**src/rtl/multicycle_mem_bridge_if.sv**
```systemverilog
// Memory bus between the multicycle bridge (master) and a variable-latency
// memory (slave): a valid/ready request phase followed, for reads, by a
// response phase with no back-pressure.
interface multicycle_mem_bridge_if;
  logic        bus_req_valid;
  logic        bus_req_ready;
  logic        bus_req_write;
  logic [31:0] bus_req_addr;
  logic [31:0] bus_req_wdata;
  logic [3:0]  bus_req_strobe;
  logic        bus_resp_valid;
  logic [31:0] bus_resp_rdata;

  modport master (
    output bus_req_valid,
    output bus_req_write,
    output bus_req_addr,
    output bus_req_wdata,
    output bus_req_strobe,
    input  bus_req_ready,
    input  bus_resp_valid,
    input  bus_resp_rdata
  );

  modport slave (
    input  bus_req_valid,
    input  bus_req_write,
    input  bus_req_addr,
    input  bus_req_wdata,
    input  bus_req_strobe,
    output bus_req_ready,
    output bus_resp_valid,
    output bus_resp_rdata
  );
endinterface

```
**src/rtl/multicycle_mem_bridge.sv**
```systemverilog
// Bridge between the multicycle controller's single-cycle memory strobes and a
// valid/ready memory bus. Each access becomes one bus transaction while the
// controller is stalled; data accesses get byte strobes, lane-replicated store
// data and sign/zero-extended load data. Illegal accesses never reach the bus
// and complete with a fault pulse.
//
// Optional feature: define MEM_BRIDGE_TIMEOUT_EN to abort a transaction that
// spends TIMEOUT_CYCLES cycles in REQ+RESP; it then completes with a fault and
// any late response is ignored. Without it, REQ and RESP wait indefinitely.
module multicycle_mem_bridge #(
  parameter int TIMEOUT_CYCLES = 255
) (
  input  logic        clock,
  input  logic        reset,
  input  logic        mem_read_enable,
  input  logic        mem_write_enable,
  input  logic        inst_or_data,
  input  logic [31:0] pc,
  input  logic [31:0] data_address,
  input  logic [31:0] write_data,
  input  logic [2:0]  funct3,
  output logic        stall,
  output logic [31:0] read_data,
  output logic        read_valid,
  output logic        fault,
  multicycle_mem_bridge_if.master bus
);

  typedef enum logic [1:0] {IDLE, REQ, RESP, DONE} state_t;

  state_t      state;
  logic        access;
  logic [31:0] req_address;
  logic        illegal;
  logic [3:0]  store_strobe;
  logic [31:0] store_wdata;
  logic [1:0]  lat_lane;
  logic [2:0]  lat_funct3;
  logic        lat_fetch;

`ifdef MEM_BRIDGE_TIMEOUT_EN
  localparam int COUNT_WIDTH = $clog2(TIMEOUT_CYCLES + 1);
  localparam logic [COUNT_WIDTH-1:0] TIMEOUT_LAST = COUNT_WIDTH'(TIMEOUT_CYCLES - 1);
  logic [COUNT_WIDTH-1:0] timeout_count;
`endif

  // Pull the lane out of the response word and extend it as funct3 asks.
  function automatic logic [31:0] extract_load(input logic [31:0] word,
                                               input logic [1:0]  lane,
                                               input logic [2:0]  f3);
    logic [7:0]  b;
    logic [15:0] h;
    case (lane)
      2'd0:    b = word[7:0];
      2'd1:    b = word[15:8];
      2'd2:    b = word[23:16];
      default: b = word[31:24];
    endcase
    h = lane[1] ? word[31:16] : word[15:0];
    case (f3)
      3'b000:  return {{24{b[7]}}, b};
      3'b100:  return {24'd0, b};
      3'b001:  return {{16{h[15]}}, h};
      3'b101:  return {16'd0, h};
      default: return word;
    endcase
  endfunction

  // Stall the controller for the whole access except its completion cycle.
  always_comb begin
    access = mem_read_enable | mem_write_enable;
    stall  = access & (state != DONE);
  end

  // Decode the incoming access: address source, legality and store lane layout.
  // Stores size themselves from funct3[1:0], matching how alignment is checked.
  always_comb begin
    req_address = inst_or_data ? data_address : pc;
    illegal     = 1'b0;
    if (mem_read_enable && mem_write_enable) begin
      illegal = 1'b1;
    end else if (mem_write_enable && !inst_or_data) begin
      illegal = 1'b1;
    end else if (!inst_or_data) begin
      illegal = (pc[1:0] != 2'b00);
    end else begin
      case (funct3)
        3'b011, 3'b110, 3'b111: illegal = 1'b1;
        default: begin
          case (funct3[1:0])
            2'b01:   illegal = req_address[0];
            2'b10:   illegal = (req_address[1:0] != 2'b00);
            default: illegal = 1'b0;
          endcase
        end
      endcase
    end

    case (funct3[1:0])
      2'b00: begin
        store_strobe = 4'b0001 << req_address[1:0];
        store_wdata  = {4{write_data[7:0]}};
      end
      2'b01: begin
        store_strobe = 4'b0011 << {req_address[1], 1'b0};
        store_wdata  = {2{write_data[15:0]}};
      end
      default: begin
        store_strobe = 4'b1111;
        store_wdata  = write_data;
      end
    endcase
  end

  // Transaction FSM with all bus and completion outputs registered.
  always_ff @(posedge clock) begin
    if (reset) begin
      state              <= IDLE;
      read_data          <= 32'd0;
      read_valid         <= 1'b0;
      fault              <= 1'b0;
      bus.bus_req_valid  <= 1'b0;
      bus.bus_req_write  <= 1'b0;
      bus.bus_req_addr   <= 32'd0;
      bus.bus_req_wdata  <= 32'd0;
      bus.bus_req_strobe <= 4'd0;
      lat_lane           <= 2'd0;
      lat_funct3         <= 3'd0;
      lat_fetch          <= 1'b0;
`ifdef MEM_BRIDGE_TIMEOUT_EN
      timeout_count      <= '0;
`endif
    end else begin
      case (state)
        IDLE: begin
          read_valid <= 1'b0;
          fault      <= 1'b0;
          if (access) begin
            lat_lane   <= req_address[1:0];
            lat_funct3 <= funct3;
            lat_fetch  <= !inst_or_data;
`ifdef MEM_BRIDGE_TIMEOUT_EN
            timeout_count <= '0;
`endif
            if (illegal) begin
              state      <= DONE;
              read_valid <= 1'b1;
              fault      <= 1'b1;
              read_data  <= 32'd0;
            end else begin
              state              <= REQ;
              bus.bus_req_valid  <= 1'b1;
              bus.bus_req_write  <= mem_write_enable;
              bus.bus_req_addr   <= {req_address[31:2], 2'b00};
              bus.bus_req_strobe <= mem_write_enable ? store_strobe : 4'b1111;
              bus.bus_req_wdata  <= mem_write_enable ? store_wdata : 32'd0;
            end
          end
        end

        REQ: begin
`ifdef MEM_BRIDGE_TIMEOUT_EN
          timeout_count <= timeout_count + 1'b1;
`endif
          if (bus.bus_req_ready) begin
            bus.bus_req_valid <= 1'b0;
            if (bus.bus_req_write) begin
              state      <= DONE;
              read_valid <= 1'b1;
              read_data  <= 32'd0;
            end else begin
              state <= RESP;
            end
          end
`ifdef MEM_BRIDGE_TIMEOUT_EN
          else if (timeout_count == TIMEOUT_LAST) begin
            bus.bus_req_valid <= 1'b0;
            state             <= DONE;
            read_valid        <= 1'b1;
            fault             <= 1'b1;
            read_data         <= 32'd0;
          end
`endif
        end

        RESP: begin
`ifdef MEM_BRIDGE_TIMEOUT_EN
          timeout_count <= timeout_count + 1'b1;
`endif
          if (bus.bus_resp_valid) begin
            state      <= DONE;
            read_valid <= 1'b1;
            read_data  <= lat_fetch ? bus.bus_resp_rdata
                                    : extract_load(bus.bus_resp_rdata, lat_lane, lat_funct3);
          end
`ifdef MEM_BRIDGE_TIMEOUT_EN
          else if (timeout_count == TIMEOUT_LAST) begin
            state      <= DONE;
            read_valid <= 1'b1;
            fault      <= 1'b1;
            read_data  <= 32'd0;
          end
`endif
        end

        default: begin
          state      <= IDLE;
          read_valid <= 1'b0;
          fault      <= 1'b0;
        end
      endcase
    end
  end

endmodule

```
**src/flat_wrapper.sv**
```systemverilog
// flat-port wrapper written by rule: the top's interface ports become plain ports
module multicycle_mem_bridge_flat 
#(
  parameter int TIMEOUT_CYCLES = 255
)
  (clock, reset, mem_read_enable, mem_write_enable, inst_or_data, pc, data_address, write_data, funct3, stall, read_data, read_valid, fault, bus_bus_req_valid, bus_bus_req_write, bus_bus_req_addr, bus_bus_req_wdata, bus_bus_req_strobe, bus_bus_req_ready, bus_bus_resp_valid, bus_bus_resp_rdata);
  multicycle_mem_bridge_if bus_i ();
  input  logic clock;
  input  logic reset;
  input  logic mem_read_enable;
  input  logic mem_write_enable;
  input  logic inst_or_data;
  input  logic [31:0] pc;
  input  logic [31:0] data_address;
  input  logic [31:0] write_data;
  input  logic [2:0] funct3;
  output logic stall;
  output logic [31:0] read_data;
  output logic read_valid;
  output logic fault;
  output wire logic [$bits(bus_i.bus_req_valid)-1:0] bus_bus_req_valid;
  output wire logic [$bits(bus_i.bus_req_write)-1:0] bus_bus_req_write;
  output wire logic [$bits(bus_i.bus_req_addr)-1:0] bus_bus_req_addr;
  output wire logic [$bits(bus_i.bus_req_wdata)-1:0] bus_bus_req_wdata;
  output wire logic [$bits(bus_i.bus_req_strobe)-1:0] bus_bus_req_strobe;
  input wire logic [$bits(bus_i.bus_req_ready)-1:0] bus_bus_req_ready;
  input wire logic [$bits(bus_i.bus_resp_valid)-1:0] bus_bus_resp_valid;
  input wire logic [$bits(bus_i.bus_resp_rdata)-1:0] bus_bus_resp_rdata;
  assign bus_bus_req_valid = bus_i.bus_req_valid;
  assign bus_bus_req_write = bus_i.bus_req_write;
  assign bus_bus_req_addr = bus_i.bus_req_addr;
  assign bus_bus_req_wdata = bus_i.bus_req_wdata;
  assign bus_bus_req_strobe = bus_i.bus_req_strobe;
  assign bus_i.bus_req_ready = bus_bus_req_ready;
  assign bus_i.bus_resp_valid = bus_bus_resp_valid;
  assign bus_i.bus_resp_rdata = bus_bus_resp_rdata;
  multicycle_mem_bridge #(.TIMEOUT_CYCLES(TIMEOUT_CYCLES)) u_core (.clock(clock), .reset(reset), .mem_read_enable(mem_read_enable), .mem_write_enable(mem_write_enable), .inst_or_data(inst_or_data), .pc(pc), .data_address(data_address), .write_data(write_data), .funct3(funct3), .stall(stall), .read_data(read_data), .read_valid(read_valid), .fault(fault), .bus(bus_i));
endmodule
```
**config.mk**
```make
export PLATFORM = sky130hd
export DESIGN_NAME = multicycle_mem_bridge_flat
export DESIGN_NICKNAME = d
export VERILOG_FILES = /design/src/rtl/multicycle_mem_bridge_if.sv /design/src/rtl/multicycle_mem_bridge.sv /design/src/flat_wrapper.sv
export SDC_FILE = /design/constraint.sdc
export NUM_CORES = 1
export LEC_CHECK = 0
export ABC_CLOCK_PERIOD_IN_PS = 2600
export CORE_ASPECT_RATIO = 0.9
export CORE_MARGIN = 8
export CORE_UTILIZATION = 41
export CTS_CLUSTER_DIAMETER = 200
export DETAILED_ROUTE_END_ITERATION = 8
export GPL_TIMING_DRIVEN = 0
export HOLD_SLACK_MARGIN = 0.06
export MAX_ROUTING_LAYER = met4
export PLACE_DENSITY = 0.78
export SLEW_MARGIN = 20
export SYNTH_ARGS = -nofsm -noshare
export SYNTH_HDL_FRONTEND = slang
export SYNTH_SLANG_ARGS = --single-unit
```
**constraint.sdc**
```tcl
create_clock -name clock -period 2.6 [get_ports clock]
set_input_delay 0.26 -clock clock [delete_from_list [all_inputs] [get_ports clock]]
set_output_delay 0.26 -clock clock [all_outputs]
set_load 0.03 [all_outputs]
```
* After elaboration in Yosys (flattened, before gate mapping)
Index checks and enable logic that the tools add are counted.
** Storage, ports and cells
- Bits in registers :: 110
- Word-level logic and storage cells :: 92
** Operators by class
- Shift-type cells :: 2
- Bitwise operators :: 3
- Muxes and demuxes :: 37
- Equal/unequal tests :: 19
- Reduce and logical (&&, ||, !) cells :: 19
** Operators by type and width (number)
- two-way mux 32 bit :: 8
- case mux 32 bit (4 select lines) :: 1
- case mux 32 bit (3 select lines) :: 1
- case mux 32 bit (2 select lines) :: 1
- case mux 8 bit (3 select lines) :: 1
- two-way mux 16 bit :: 1
- two-way mux 1 bit :: 13
- equality test 3 bit (second input constant) :: 4
- AND reduction 3 bit :: 3
- two-way mux 2 bit :: 4
- inequality test 2 bit (second input constant) :: 4
- case mux 4 bit (2 select lines) :: 1
- equality test 2 x 1 -> 1 bit (second input constant) :: 3
- equality test 2 bit (second input constant) :: 3
- zero test 2 bit :: 3
- inequality test 2 x 1 -> 1 bit (second input constant) :: 3
- case mux 1 bit (2 select lines) :: 3
- case mux 2 bit (3 select lines) :: 1
- AND reduction 6 bit :: 1
- nonzero test 2 bit :: 3
- two-way mux 4 bit :: 1
- AND reduction 4 bit :: 1
- << shifter 1 x 2 -> 4 bit (first input constant) :: 1
- << shifter 2 x 2 -> 4 bit (first input constant) :: 1
- other kinds (13) :: 14

* Longest topological paths before layout
- Word-level depth :: 10
- Gate-level depth with buffers :: 11
- Gate-level depth less buffers :: 7

* Least setup slack after synthesis
OpenSTA, ideal clock, no wires.
- Path type :: input port to flip-flop
- Start :: input port funct3[1]
- End :: register u_core.bus.bus_req_wdata[11]
- Data arrival time :: 2.237 ns
- Buffers on the path :: 3
- Setup time :: 0.070 ns
- Path slack :: 0.293 ns
- Data required time :: 2.530 ns
- Cell stages on the path :: 10
- Path through :: clkbuf_1 inv_1 ha_1 a31oi_1 a31o_2 nand2_2 or3_1 buf_2 buf_6 o2bb2ai_1
** Between the ends
- Longest elaborated chain between the ends :: 8
- Elaborated cells between the ends (all ways) :: 16
- Those cells by class :: 5 x eq/ne; 7 x mux; 1 x bitwise; 3 x reduce/logical
** Ends and longest elaborated chain
- from (decl) :: line flat_wrapper.sv:16 : input logic [2:0] funct3;
- equality test 2 bit, or another cell as far along :: line multicycle_mem_bridge.sv:90 : case (funct3[1:0])
- case mux 1 bit (2 select lines) or OR reduction 3 bit (tied branches) :: line multicycle_mem_bridge.sv:90, multicycle_mem_bridge.sv:87
- two-way mux 1 bit :: line multicycle_mem_bridge.sv:87 : case (funct3)
- two-way mux 1 bit :: line multicycle_mem_bridge.sv:84 : end else if (!inst_or_data) begin
- two-way mux 1 bit :: line multicycle_mem_bridge.sv:82 : end else if (mem_write_enable && !inst_or_data) begin
- two-way mux 1 bit :: line multicycle_mem_bridge.sv:80 : if (mem_read_enable && mem_write_enable) begin
- inverter 1 bit (no line)
- AND reduction 3 bit (no line)
- to (signal assigned) :: line multicycle_mem_bridge.sv:156 : bus.bus_req_wdata <= mem_write_enable ? store_wdata : 32'd0;
- to (decl) :: line multicycle_mem_bridge_if.sv:18 : output bus_req_wdata,
Parallel ways exist; a longest one is shown, timed or not.
A chain may end at the register's enable or synchronous reset.

* Worst setup path after layout
- Start :: input port funct3[1]
- End :: register u_core.bus.bus_req_wdata[19]
The elaborated chain is that of the path after synthesis.

==> results.tsv <==
metric	value	unit
grt_pass1_wl	30.71	mm
slew_viol_final	0	
async_flop_share	0	%
synth.area.top_cells	dfxtp_1 39%, mux2i_1 12%, a211oi_1 5.1%, o2bb2ai_1 3.7%, nor2_1 3.5%	
fp.dieH	127.1	µm
path_clk_slew	0.08	ns
yosys.area.top_type	dfxtp_1	
synth.avg_cell_area	9.380	µm²
skew	0.007274	ns
avgViaCountPerCell	5.426	
cts_root_buffer	clkbuf_16	
drtAntennaViolNets	0	
cts.sink_count	110	
clkPwrFrac	19.5	%
power_density	811.1	mW/mm²
coreArea	0.01336	mm²
htreeDepth	3	
power.share.combinational	49.2	%
hold_viol_final	0	
num_vias	5556	
dp_hpwl	15.94	mm
area_delta_synth_final	52.00	%
grtUsageTotal	22.29	%
synth_area	0.005628	mm²
hp-class	flip-flop to flip-flop	
fin_crit_sh	95.55	%
cp_cell_sequence	clkdlybuf4s50_1 -> buf_8 -> inv_1 -> ha_1 -> clkbuf_1 -> a31oi_1 -> a31o_2 -> nand2_2 -> or3_1 -> buf_2 -> buf_6 -> o2bb2ai_1	
num_antenna_cells	0	
gp_congestion	0.8770	
die_area	0.01774	mm²
cts_max_path_buffers	2	
setup_viol_count_final	0	
die_w	139.5	µm
ys_seq_elements	110	
n_fill_cell	1110	
crit_required	2.88	ns
cp_max_fo	10	
drv_cap	0	
fin_cells	1024	
wl_per_cell	19.43	µm
fmax	402.5	MHz
drc	0	
syn_inst	600	
worstSetupStartpoint	funct3[1]	
grt_max_degree	20	
crit_path_end_kind	flip-flop	
cts_tree	yes	
final.min_clock_period	2.484	ns
placed_area	0.008234	mm²
start_util	42.12	%
endpoint	u_core.bus.bus_req_wdata[19]	
synth_top_area_share	39.13	%
pwr-share-seq	31.3	%
post-route-util	64.02	%
p_switching	2.773	mW
fin_nets	998	
power.internal	4.166	mW
r2r_cells	9	
cp-start-kind	primary input	
setup_tns	0	ns
critPathSlowestCell	clkdlybuf4s50_1	
cts_made_buffers	9	
tightest_slew	0.7406	ns
port_buffers	239	
crit_arrival	2.76	ns
critical_path_class	primary input to flip-flop	
drive_above_1_share	9.813	%
yosysMostFrequentCell	dfxtp_1	
ff2ff_setup_slack	0.15	ns
yosysUniqueCellTypes	50	
antenna_found_initial	0	
dp_cells	1008	
synth_ff_type	dfxtp_1	
leakage	3.235	nW
num_rows	40	
r2r-end	u_core.read_data[19]	
synth_edf_count	0	
final_cell_area	0.008554	mm²
cp_slowest_stage_delay	0.55	ns
clkLatencyLatePin	0.36	ns
status	complete, no violations	
yosys-top-cells-count	110 x dfxtp_1, 65 x mux2i_1, 52 x nor2_1	
relSlewSlack	50.63	%
grt_pass1_vias	5894	
first_iter_violations	279	
yosysWarnings	0	
irDropWorstVdd	0.0004045	V
r2r-start	u_core.state[0]	
wl	19.90	mm
hold_slack	0.4673	ns
drt_first_pass_iters	5	
netSwitchingFraction	39.96	%
pin_count	243	
ys_seq_area_share	39.13	%
grt-ovfl-total	0	
-- worst max-delay path, delay by kind of cell --
kind / cells / cell delay [ns]
compound gates: 3 / 0.56
fa+ha+maj: 1 / 0.17
buf+inv: 6 / 1.30
simple gates: 2 / 0.45
-- registers in the layout, summed over array words and instances, names as in the netlist --
register / count
u_core.bus.bus_req_wdata: 32
u_core.read_data: 32
u_core.bus.bus_req_addr: 30
u_core.bus.bus_req_strobe: 4
u_core.lat_funct3: 3
u_core.lat_lane: 2
u_core.state: 2
u_core.bus.bus_req_valid: 1
u_core.bus.bus_req_write: 1
u_core.fault: 1
u_core.lat_fetch: 1
u_core.read_valid: 1
-- through the flow --
step	setup slack, ns	total power, mW
after detailed placement	-0.8483	5.596
after global placement	-0.7626	5.514
final	0.1157	6.938
after floorplan	0.2928	4.401
after global routing	-0.01963	7.311
after CTS	0.04447	6.963
-- power groups by stage --
stage / registers, mW / clock network [mW] / logic (mW)
detailed placement: 2.20 / 0 / 3.40
finish: 2.17 / 1.36 / 3.41
floorplan: 2.65 / 0 / 1.75
global route: 2.20 / 1.45 / 3.66
CTS: 2.17 / 1.39 / 3.41
global placement: 2.19 / 0 / 3.33
-- worst min-delay path by stage --
stage	from	slack [ns]	end	cells after the start
floorplan	write_data[3]	0.39	u_core.bus.bus_req_wdata[3]	1
global placement	u_core.bus.bus_req_wdata[19]	0.45	u_core.bus.bus_req_wdata[19]	1
detailed placement	u_core.bus.bus_req_wdata[28]	0.45	u_core.bus.bus_req_wdata[28]	1
CTS	u_core.bus.bus_req_wdata[28]	0.47	u_core.bus.bus_req_wdata[28]	1
global route	u_core.bus.bus_req_wdata[8]	0.48	u_core.bus.bus_req_wdata[8]	1
finish	u_core.bus.bus_req_wdata[28]	0.47	u_core.bus.bus_req_wdata[28]	1
-- cell families (layout without fill, tap and decap cells) --
| family | count (synthesis) | count (layout) | share of synthesized area [%] |
|---|---|---|---|
| fa+ha+maj | 9 | 9 | 2.001 |
| mux | 86 | 86 | 16.70 |
| other cells | 1 | 2 | 0.06663 |
| simple gates | 166 | 166 | 14.14 |
| buf+inv | 61 | 316 | 5.758 |
| flops | 110 | 110 | 39.13 |
| compound gates | 167 | 167 | 22.21 |
-- what timing repair did --
item	CTS	global route
resized for setup	3	7
endpoints found under the setup margin	99	84
hold buffers	0	0
gates cloned	0	0
pin swaps	0	0
buffers inserted	0	0
-- layer usage --
metal	vias to the layer above	track usage, %	wire length [µm]
li1	2677	-	-
met1	2624	24.68	8387
met2	227	38.05	9668
met3	28	7.558	1502
met4	0	5.609	337
met5	-	-	0
-- layout make-up --
cell class	count	area [µm²]	share of cell area (%)
Multi-Input combinational cell	430	3119	36.46
Timing Repair Buffer	239	2392	27.97
Sequential cell	110	2203	25.76
Buffer	54	311.5	3.642
Clock buffer	10	239.0	2.794
Tap cell	168	210.2	2.457
Clock inverter	6	52.55	0.6143
Inverter	7	26.28	0.3072
-- layout by cell type (no fill, tap or decap), types with 6 or more instances in the layout --
cell type,count
a211oi_1,37
a21oi_1,24
a21oi_2,10
a22o_1,17
a22oi_1,8
a31oi_1,8
buf_2,9
buf_4,6
buf_6,8
clkbuf_1,25
clkbuf_16,9
clkdlybuf4s50_1,239
dfxtp_1,109
ha_1,9
inv_1,6
mux2_2,9
mux2_4,11
mux2i_1,65
nand2_1,45
nand2b_1,20
nor2_1,51
nor2b_1,28
nor3_1,9
o21ai_0,8
o221ai_1,15
o2bb2ai_1,24
Note: power is estimated with default switching activity, not from simulation.
